## src/rtl/rgb_pwm_fader_pkg.sv

```systemverilog
// Shared defaults, duty type and fade step helper for the RGB PWM fader.
package rgb_pwm_pkg;

  localparam int DEF_CHANNELS     = 3;
  localparam int DEF_DUTY_W       = 8;
  localparam int DEF_PRESCALE     = 390;
  localparam int DEF_FADE_PERIODS = 4;

  typedef logic [DEF_DUTY_W-1:0] duty_t;

  // One linear fade step; never overshoots the target.
  function automatic duty_t step_toward(input duty_t cur, input duty_t tgt);
    if (cur < tgt)
      return cur + 1'b1;
    else if (cur > tgt)
      return cur - 1'b1;
    return cur;
  endfunction

endpackage

```

## src/rtl/rgb_pwm_fader_pwm_channel.sv

```systemverilog
// One PWM channel: applied duty register, compare, and optional fade step (RGB_PWM_FADE_EN).
// Pin is registered, 1 cycle after compare; always accepts a new target, no backpressure.
module pwm_channel
  import rgb_pwm_pkg::*;
#(
  parameter int DUTY_W = DEF_DUTY_W
) (
  input  logic              clock,
  input  logic              reset,
  input  logic              enable,
  input  logic              apply,
  input  logic [DUTY_W-1:0] pwm_cnt,
  input  logic [DUTY_W-1:0] tgt,
  output logic [DUTY_W-1:0] cur_duty,
  output logic              led
);

  always_ff @(posedge clock) begin
    if (reset) begin
      cur_duty <= '0;
      led      <= 1'b0;
    end else begin
      led <= enable && (pwm_cnt < cur_duty);
      if (apply) begin
`ifdef RGB_PWM_FADE_EN
        // Fade stepping goes through the package helper, so DUTY_W must not exceed its width.
        cur_duty <= DUTY_W'(step_toward(duty_t'(cur_duty), duty_t'(tgt)));
`else
        cur_duty <= tgt;
`endif
      end
    end
  end

endmodule

```

## src/rtl/rgb_pwm_fader.sv

```systemverilog
// Multi-channel PWM LED driver; outputs registered 1 cycle after compare, always ready (no backpressure).
// Duties apply on period boundaries; RGB_PWM_FADE_EN adds a linear fade toward each target.
module rgb_pwm_fader
  import rgb_pwm_pkg::*;
#(
  parameter int CHANNELS     = DEF_CHANNELS,
  parameter int DUTY_W       = DEF_DUTY_W,
  parameter int PRESCALE     = DEF_PRESCALE,
  parameter int FADE_PERIODS = DEF_FADE_PERIODS
) (
  input  logic                       clock,
  input  logic                       reset,
  input  logic                       enable_i,
  input  logic [CHANNELS*DUTY_W-1:0] duty_i,
  input  logic                       duty_valid_i,
  output logic [CHANNELS-1:0]        led_o,
  output logic                       period_o,
  output logic                       busy_o
);

  localparam int PW = (PRESCALE > 1) ? $clog2(PRESCALE) : 1;
  // An out-of-range configuration never loads a duty, leaving all pins dark.
  localparam bit CFG_OK = (PRESCALE >= 1) && (FADE_PERIODS >= 1);

  logic [PW-1:0]     presc_cnt;
  logic [DUTY_W-1:0] pwm_cnt;
  logic              tick;
  logic              boundary;
  logic              apply;
  logic [DUTY_W-1:0] tgt      [CHANNELS];
  logic [DUTY_W-1:0] cur_duty [CHANNELS];
  logic [CHANNELS-1:0] differs;

  assign tick     = enable_i && (presc_cnt == PW'(PRESCALE - 1));
  assign boundary = tick && (pwm_cnt == '1);

  always_ff @(posedge clock) begin
    if (reset) begin
      presc_cnt <= '0;
      pwm_cnt   <= '0;
      period_o  <= 1'b0;
      busy_o    <= 1'b0;
    end else begin
      if (!enable_i) begin
        presc_cnt <= '0;
        pwm_cnt   <= '0;
      end else if (tick) begin
        presc_cnt <= '0;
        pwm_cnt   <= pwm_cnt + 1'b1;
      end else begin
        presc_cnt <= presc_cnt + 1'b1;
      end
      period_o <= boundary;
      busy_o   <= |differs;
    end
  end

  // Targets capture regardless of enable; the last write before a boundary wins.
  always_ff @(posedge clock) begin
    if (reset) begin
      for (int c = 0; c < CHANNELS; c++) tgt[c] <= '0;
    end else if (duty_valid_i) begin
      for (int c = 0; c < CHANNELS; c++) tgt[c] <= duty_i[c*DUTY_W +: DUTY_W];
    end
  end

`ifdef RGB_PWM_FADE_EN
  localparam int FW = (FADE_PERIODS > 1) ? $clog2(FADE_PERIODS) : 1;
  logic [FW-1:0] fade_cnt;
  logic          fade_wrap;

  assign fade_wrap = (fade_cnt == FW'(FADE_PERIODS - 1));
  assign apply     = CFG_OK && boundary && fade_wrap;

  always_ff @(posedge clock) begin
    if (reset)
      fade_cnt <= '0;
    else if (boundary)
      fade_cnt <= fade_wrap ? '0 : fade_cnt + 1'b1;
  end
`else
  assign apply = CFG_OK && boundary;
`endif

  for (genvar c = 0; c < CHANNELS; c++) begin : g_ch
    pwm_channel #(
      .DUTY_W(DUTY_W)
    ) u_ch (
      .clock   (clock),
      .reset   (reset),
      .enable  (enable_i),
      .apply   (apply),
      .pwm_cnt (pwm_cnt),
      .tgt     (tgt[c]),
      .cur_duty(cur_duty[c]),
      .led     (led_o[c])
    );
    assign differs[c] = (cur_duty[c] != tgt[c]);
  end

endmodule
```

## config.mk

```make
export PLATFORM = sky130hd
export DESIGN_NAME = rgb_pwm_fader
export DESIGN_NICKNAME = d
export VERILOG_FILES = /design/src/rtl/rgb_pwm_fader_pkg.sv /design/src/rtl/rgb_pwm_fader_pwm_channel.sv /design/src/rtl/rgb_pwm_fader.sv
export SDC_FILE = /design/constraint.sdc
export NUM_CORES = 1
export LEC_CHECK = 0
export CAP_MARGIN = 10
export CELL_PAD_IN_SITES_DETAIL_PLACEMENT = 0
export CELL_PAD_IN_SITES_GLOBAL_PLACEMENT = 1
export CORE_MARGIN = 2
export CORE_UTILIZATION = 40
export CTS_CLUSTER_DIAMETER = 60
export DETAILED_ROUTE_END_ITERATION = 6
export PLACE_DENSITY_LB_ADDON = 0.1
export RECOVER_POWER = 25
export REMOVE_ABC_BUFFERS = 1
export SYNTH_ARGS = -nofsm -noshare
export SYNTH_HDL_FRONTEND = slang
export SYNTH_SLANG_ARGS = --single-unit
```

## constraint.sdc

```tcl
create_clock -name clock -period 1.8 [get_ports clock]
set_input_delay 0.27 -clock clock [delete_from_list [all_inputs] [get_ports clock]]
set_output_delay 0.27 -clock clock [all_outputs]
set_load 0.02 [all_outputs]
```

==> results of run 1 <==
[logic make-up (layout without fill, tap and decap cells)]
| kind of cell | Yosys count | count (layout) | share of synthesized area |
|---|---|---|---|
| compound gates | 37 | 37 | 0.0593 |
| simple gates | 142 | 142 | 0.213 |
| mux | 1 | 1 | 0.00295 |
| fa+ha+maj | 24 | 24 | 0.0884 |
| flops | 70 | 70 | 0.483 |
| buf+inv | 41 | 96 | 0.0549 |
| xor+xnor | 38 | 38 | 0.0980 |
[where the power goes]
part           switching (mW)  internal, mW
Combinational          0.0744         0.111
Clock                   0.612         0.950
Sequential             0.0330          1.69
Total                   0.719          2.75
[worst reg2reg max path: stages, from the launching register on]
cell,delay [ps]
dfxtp_2,330
or4b_4,540
nor4_4,190
and4_4,270
buf_12,170
nand2_1,90
a21oi_2,140
[how the worst min path moves through the flow]
stage | startpoint | end | slack (ps) | cells past startpoint
2_1_floorplan | reset | g_ch[0].u_ch.cur_duty[0] | 340 | 1
3_3_place_gp | g_ch[1].u_ch.cur_duty[4] | g_ch[1].u_ch.cur_duty[4] | 470 | 2
3_5_place_dp | g_ch[2].u_ch.cur_duty[6] | g_ch[2].u_ch.cur_duty[6] | 470 | 2
4_1_cts | g_ch[2].u_ch.cur_duty[6] | g_ch[2].u_ch.cur_duty[6] | 480 | 2
5_1_grt | g_ch[2].u_ch.cur_duty[6] | g_ch[2].u_ch.cur_duty[6] | 500 | 2
6_report | g_ch[2].u_ch.cur_duty[6] | g_ch[2].u_ch.cur_duty[6] | 480 | 2
[metal layers]
layer	GRT usage	share of wire	vias up	routed length [um]
li1	-	-	1280	-
met1	0.222	0.49	1156	3470
met2	0.255	0.46	31	3210
met3	0.0470	0.037	9	259
met4	0.0607	0.015	0	108
met5	0	0	-	0
[synth_stat cells]
cell type / instances
edfxtp_1: 24
inv_1: 25
nand2_1: 52
clkbuf_1: 8
a211oi_1: 3
ha_1: 24
a31oi_1: 1
a21oi_1: 27
nand4_1: 19
a21o_1: 3
nor2b_1: 1
nor3_1: 3
nor4_1: 6
nor4_4: 1
nand2b_1: 4
dfxtp_1: 46
or4b_4: 1
and3_1: 3
buf_2: 2
xnor2_1: 18
mux2i_1: 1
and4_1: 1
buf_4: 4
xor2_1: 20
and2_1: 25
nor2_1: 21
buf_6: 2
nand3_1: 3
o21ai_0: 3
or2_2: 2
[layout make-up]
class | instances | area (um^2)
sequential | 70 | 1640
clock inverter | 4 | 73.8
clock buffer | 12 | 178
inverter | 25 | 93.8
fill | 781 | 4000
multi-input combinational | 242 | 1580
timing repair buffer | 55 | 519
tap | 105 | 131
[registers in the layout, summed over array words and instances, names as in the netlist]
signal              flops
busy_o                  1
g_ch.u_ch.led           3
period_o                1
pwm_cnt                 8
g_ch.u_ch.cur_duty     24
tgt                    24
presc_cnt               9
[stage by stage]
stage / power [mW] / TNS [ps] / setup WS [ps] / std cells
global route: 3.60 / -2740 / -116 / 513
CTS: 3.51 / -289 / -40.9 / 511
floorplan: 1.82 / -13180 / -549 / 337
finish: 3.47 / -20.4 / -15.6 / 513
global placement: 1.95 / -2970 / -127 / 494
detailed placement: 1.95 / -3550 / -165 / 494
[what timing repair did]
action / in CTS / in global routing
endpoints found under the setup margin: 36 / 41
setup buffers: 1 / 2
gates resized for setup: 1 / 5
pin swaps: 2 / 0
==> run metrics, run 1 <==
Worst EP arrival 2100 ps; setup violators final 2; H-tree levels 3; Final Core Density 0.514; end of the critical path g_ch[1].u_ch.cur_duty[6]; CTS Buf Count 9; top cells by area, synth dfxtp_1, edfxtp_1, ha_1, nand2_1, xor2_1; r2r worst-path depth 6; reg2reg setup slack -20 ps; layout cells sized above 1 0.115; worst hold path class flop to flop; fin. max-slew vios 0; Die Width 96.1 um; final hold violation count 0; Clock transition at path regs 80 ps; initial antenna violation count 0; first-pass iteration count of the detailed router 4; critical path class flop to flop; clock buffer depth 2; Initial Utilization 0.413; cells along the critical path or4b_4 > nor4_4 > and4_4 > buf_12 > nand2_1 > a21oi_2; sequential fraction of the synthesis area 0.483; I/O Buffers 32; worst reg2reg path startpoint presc_cnt[5]; CTS tree built; post-synth top area share 0.271; Largest stage delay, worst path between 500 and 600 ps; Vias per Instance 4.83; Final min period ~1800 ps; # hold bufs at CTS 0; wire per inst 13.8 um; WP data required 2080 ps; Worst R2R End g_ch[1].u_ch.cur_duty[6]; P_leak 1.58 nW; worst hold slack 479 ps; RSZ-0062 raised after global routing yes; syn_area_per_cell between 9 and 10 um^2; Max Cap Viol 0; commonest non-fill, non-tap cells in the layout nand2_1, dfxtp_1, clkdlybuf4s50_1; post-route setup slack -15.6 ps; first-pass GRT wire length 11400 um; initial DRC count 85; Startpoint Class flop; PD cells between 800 and 900 nW/um^2; Routed Antenna Nets 0; largest net degree at the start of global routing 25; fin nets around 460; overall die height 96.1 um; Syn. warnings 0; final worst clock skew 14.1 ps; Max Clock Freq 551 MHz; clock sinks 70; dpl cell area 3940 um^2; Rel. slew slack 0.664; total die area 9240 um^2; FP Rows 33; synth unique cells 30; post-synth top area cell dfxtp_1; total gr overflow 0; clk root buf clkbuf_8; crit path from presc_cnt[5]; Syn Std Cell Area 3400 um^2; core footprint 8220 um^2; failing checks negative setup slack; final WL 7060 um; # diodes 0; CP bufs+invs 1; Finished Cell Area between 4000 and 5000 um^2; top cell family by delay on the critical path simple AND/OR/NAND/NOR gates; Placer Congestion approximately 0.78; Slowest-stage cell, CP or4b_4; CP Capture Type flop; CP max FO 24; area grow syn2layout 24.3%; boundary pin count 33; period utilization 1.01; number of stages on the worst setup path 6; most common cell after layout, fill and taps aside nand2_1; GRT Total Usage 0.166; final routed DRC violation total 0; worst skew pair latency 350 ps; Mapped Cells 353; number of synthesized register bits 70; peak supply drop 0.000392 V; worst slew pin tran approximately 500 ps; vias in the first global route 2328; status finished with violations; via count 2476; DP HPWL slightly above 5000 um
Power figures use the tool's default switching activity.
==> run 2: changes to the inputs <==
--- a/config.mk
+++ b/config.mk
@@ -15,6 +15,7 @@
 export PLACE_DENSITY_LB_ADDON = 0.1
 export RECOVER_POWER = 25
 export REMOVE_ABC_BUFFERS = 1
+export SETUP_SLACK_MARGIN = 0.2
 export SYNTH_ARGS = -nofsm -noshare
 export SYNTH_HDL_FRONTEND = slang
 export SYNTH_SLANG_ARGS = --single-unit
==> run 2 against run 1 <==
Compared with the run above: the run still ends with negative setup slack left; non-clock buffer count increased by 2; combinational power up 2%; power rose by 0.10%; setup slack better by 1.9 ps; cell count up 0.58%; final area grew 1.4%; first-iteration DRC count increased by 44%; register-to-register slack about the same; critical path type unchanged; critical endpoint unchanged; largest power group unchanged.
==> run metrics, run 2 (synthesis gave the netlist of run 1 again) <==
via count 2478; initial DRC count 122; top cell family by delay on the critical path simple AND/OR/NAND/NOR gates; commonest non-fill, non-tap cells in the layout nand2_1, dfxtp_1, clkdlybuf4s50_1; status finished with violations; Final min period about 1800 ps; critical path class flop to flop; area grow syn2layout 26.1%; first-pass GRT wire length ~12000 um; clock buffer depth 2; most common cell after layout, fill and taps aside nand2_1; Largest regs g_ch.u_ch.cur_duty (24), tgt (24), presc_cnt (9); Placer Congestion 0.778; Worst EP arrival 2100 ps; Vias per Instance 4.80; CTS tree built; Die Width 96.1 um; period utilization 1.01; Rel. slew slack 0.672; Fillers 767; vias in the first global route ~2400; H-tree levels 3; FP Rows 33; PD cells between 800 and 900 nW/um^2; DP HPWL approximately 5000 um; Initial Utilization 0.413; P_leak about 1.6 nW; Final Core Density 0.521; CTS Buf Count 9; metal1 wirelength approximately 3500 um; worst hold path class flop to flop; I/O Buffers 32; final routed DRC violation total 0; Max Clock Freq 551 MHz; CP max FO 24; # diodes 0; fin. max-slew vios 0; final WL slightly above 7000 um; GRT Total Usage 0.169; Max Cap Viol 0; max layer used met4; Clock transition at path regs 80 ps; overall die height 96.1 um; failing checks negative setup slack; final hold violation count 0; DP Worst Slack -165 ps; fin nets 458; boundary pin count 33; initial antenna violation count 0; core footprint 8220 um^2; # hold bufs at CTS 0; DR WL met2 between 3000 and 4000 um; clock sinks 70; largest net degree at the start of global routing 25; final worst clock skew 14.1 ps; total gr overflow 0; setup violators final 2; Routed Antenna Nets 0; total die area 9240 um^2; Largest stage delay, worst path 540 ps; Slowest-stage cell, CP or4b_4; post-route setup slack -13.7 ps; worst skew pair latency 350 ps; worst slew pin tran 488 ps; met3 wire len 258 um; wire per inst 13.9 um; peak supply drop 0.000392 V; WP data required between 2000 and 2500 ps; cells along the critical path or4b_4 > nor4_4 > and4_4 > buf_12 > nand2_1 > a21oi_2; CP bufs+invs 1; first-pass iteration count of the detailed router 4; clk root buf clkbuf_8; layout cells sized above 1 0.151; RSZ-0062 raised after global routing yes; CP Capture Type flop; Startpoint Class flop
run 2: cell types whose count changed in the layout (fill, tap and decap cells not counted):
cell      previous run  this run
dfxtp_1             45        39
dfxtp_2              1         7
a211oi_1             3         0
a211oi_2             0         3
buf_4               19        21
nor2_1              21        19
nor2_2               0         2
or2_4                0         2
nor4_1               6         5
nor4_2               0         1
or2_2                2         1
run 2: metal layers:
layer | up-vias | track usage
li1 | 1288 | -
met1 | 1148 | 0.226
met2 | 33 | 0.259
met3 | 9 | 0.0470
met4 | 0 | 0.0607
met5 | - | 0
run 2: layout make-up:
class / instances / area [um^2] / area share
multi-input combinational: 243 / 1620 / 0.378
timing repair buffer: 57 / 534 / 0.125
inverter: 25 / 93.8 / 0.0219
tap: 105 / 131 / 0.0307
clock buffer: 12 / 178 / 0.0415
clock inverter: 4 / 73.8 / 0.0172
sequential: 70 / 1650 / 0.386
run 2: repair_timing:
| item | CTS | global route |
|---|---|---|
| pin swaps | 5 | 6 |
| setup buffers | 3 | 2 |
| cloned | 1 | 0 |
| resized for setup | 8 | 12 |
| setup endpoints to repair | 43 | 45 |
run 2: worst min-delay path, cell delays in order, from the launching register on:
cell and delay [ps]:
dfxtp_2 340, nand2_1 50, a21oi_1 50
run 2: worst paths after layout:
kind                                               start                        to  slack [ps]  cells after the start
worst max-delay path                        presc_cnt[5]  g_ch[1].u_ch.cur_duty[6]         -10                      6
worst min-delay path            g_ch[2].u_ch.cur_duty[1]  g_ch[2].u_ch.cur_duty[1]         480                      2
worst max register to register              presc_cnt[5]  g_ch[1].u_ch.cur_duty[6]         -10                      6
worst min register to register  g_ch[2].u_ch.cur_duty[1]  g_ch[2].u_ch.cur_duty[1]         480                      2
run 2: per-stage QoR:
step	total power [mW]	cell area (um^2)	setup TNS, ps	hold slack [ps]	cells
floorplan	1.82	3300	-13180	339	337
global placement	1.95	3940	-2970	466	494
detailed placement	1.95	3940	-3550	470	494
CTS	3.51	4250	-294	480	514
global route	3.61	4280	-2600	499	516
finish	3.47	4280	-17.1	477	516
run 2: where the power goes:
part | switching [mW] | total [mW] | internal (mW)
Clock | 0.612 | 1.56 | 0.950
Combinational | 0.0758 | 0.189 | 0.113
Sequential | 0.0330 | 1.72 | 1.69
Total | 0.721 | 3.47 | 2.75
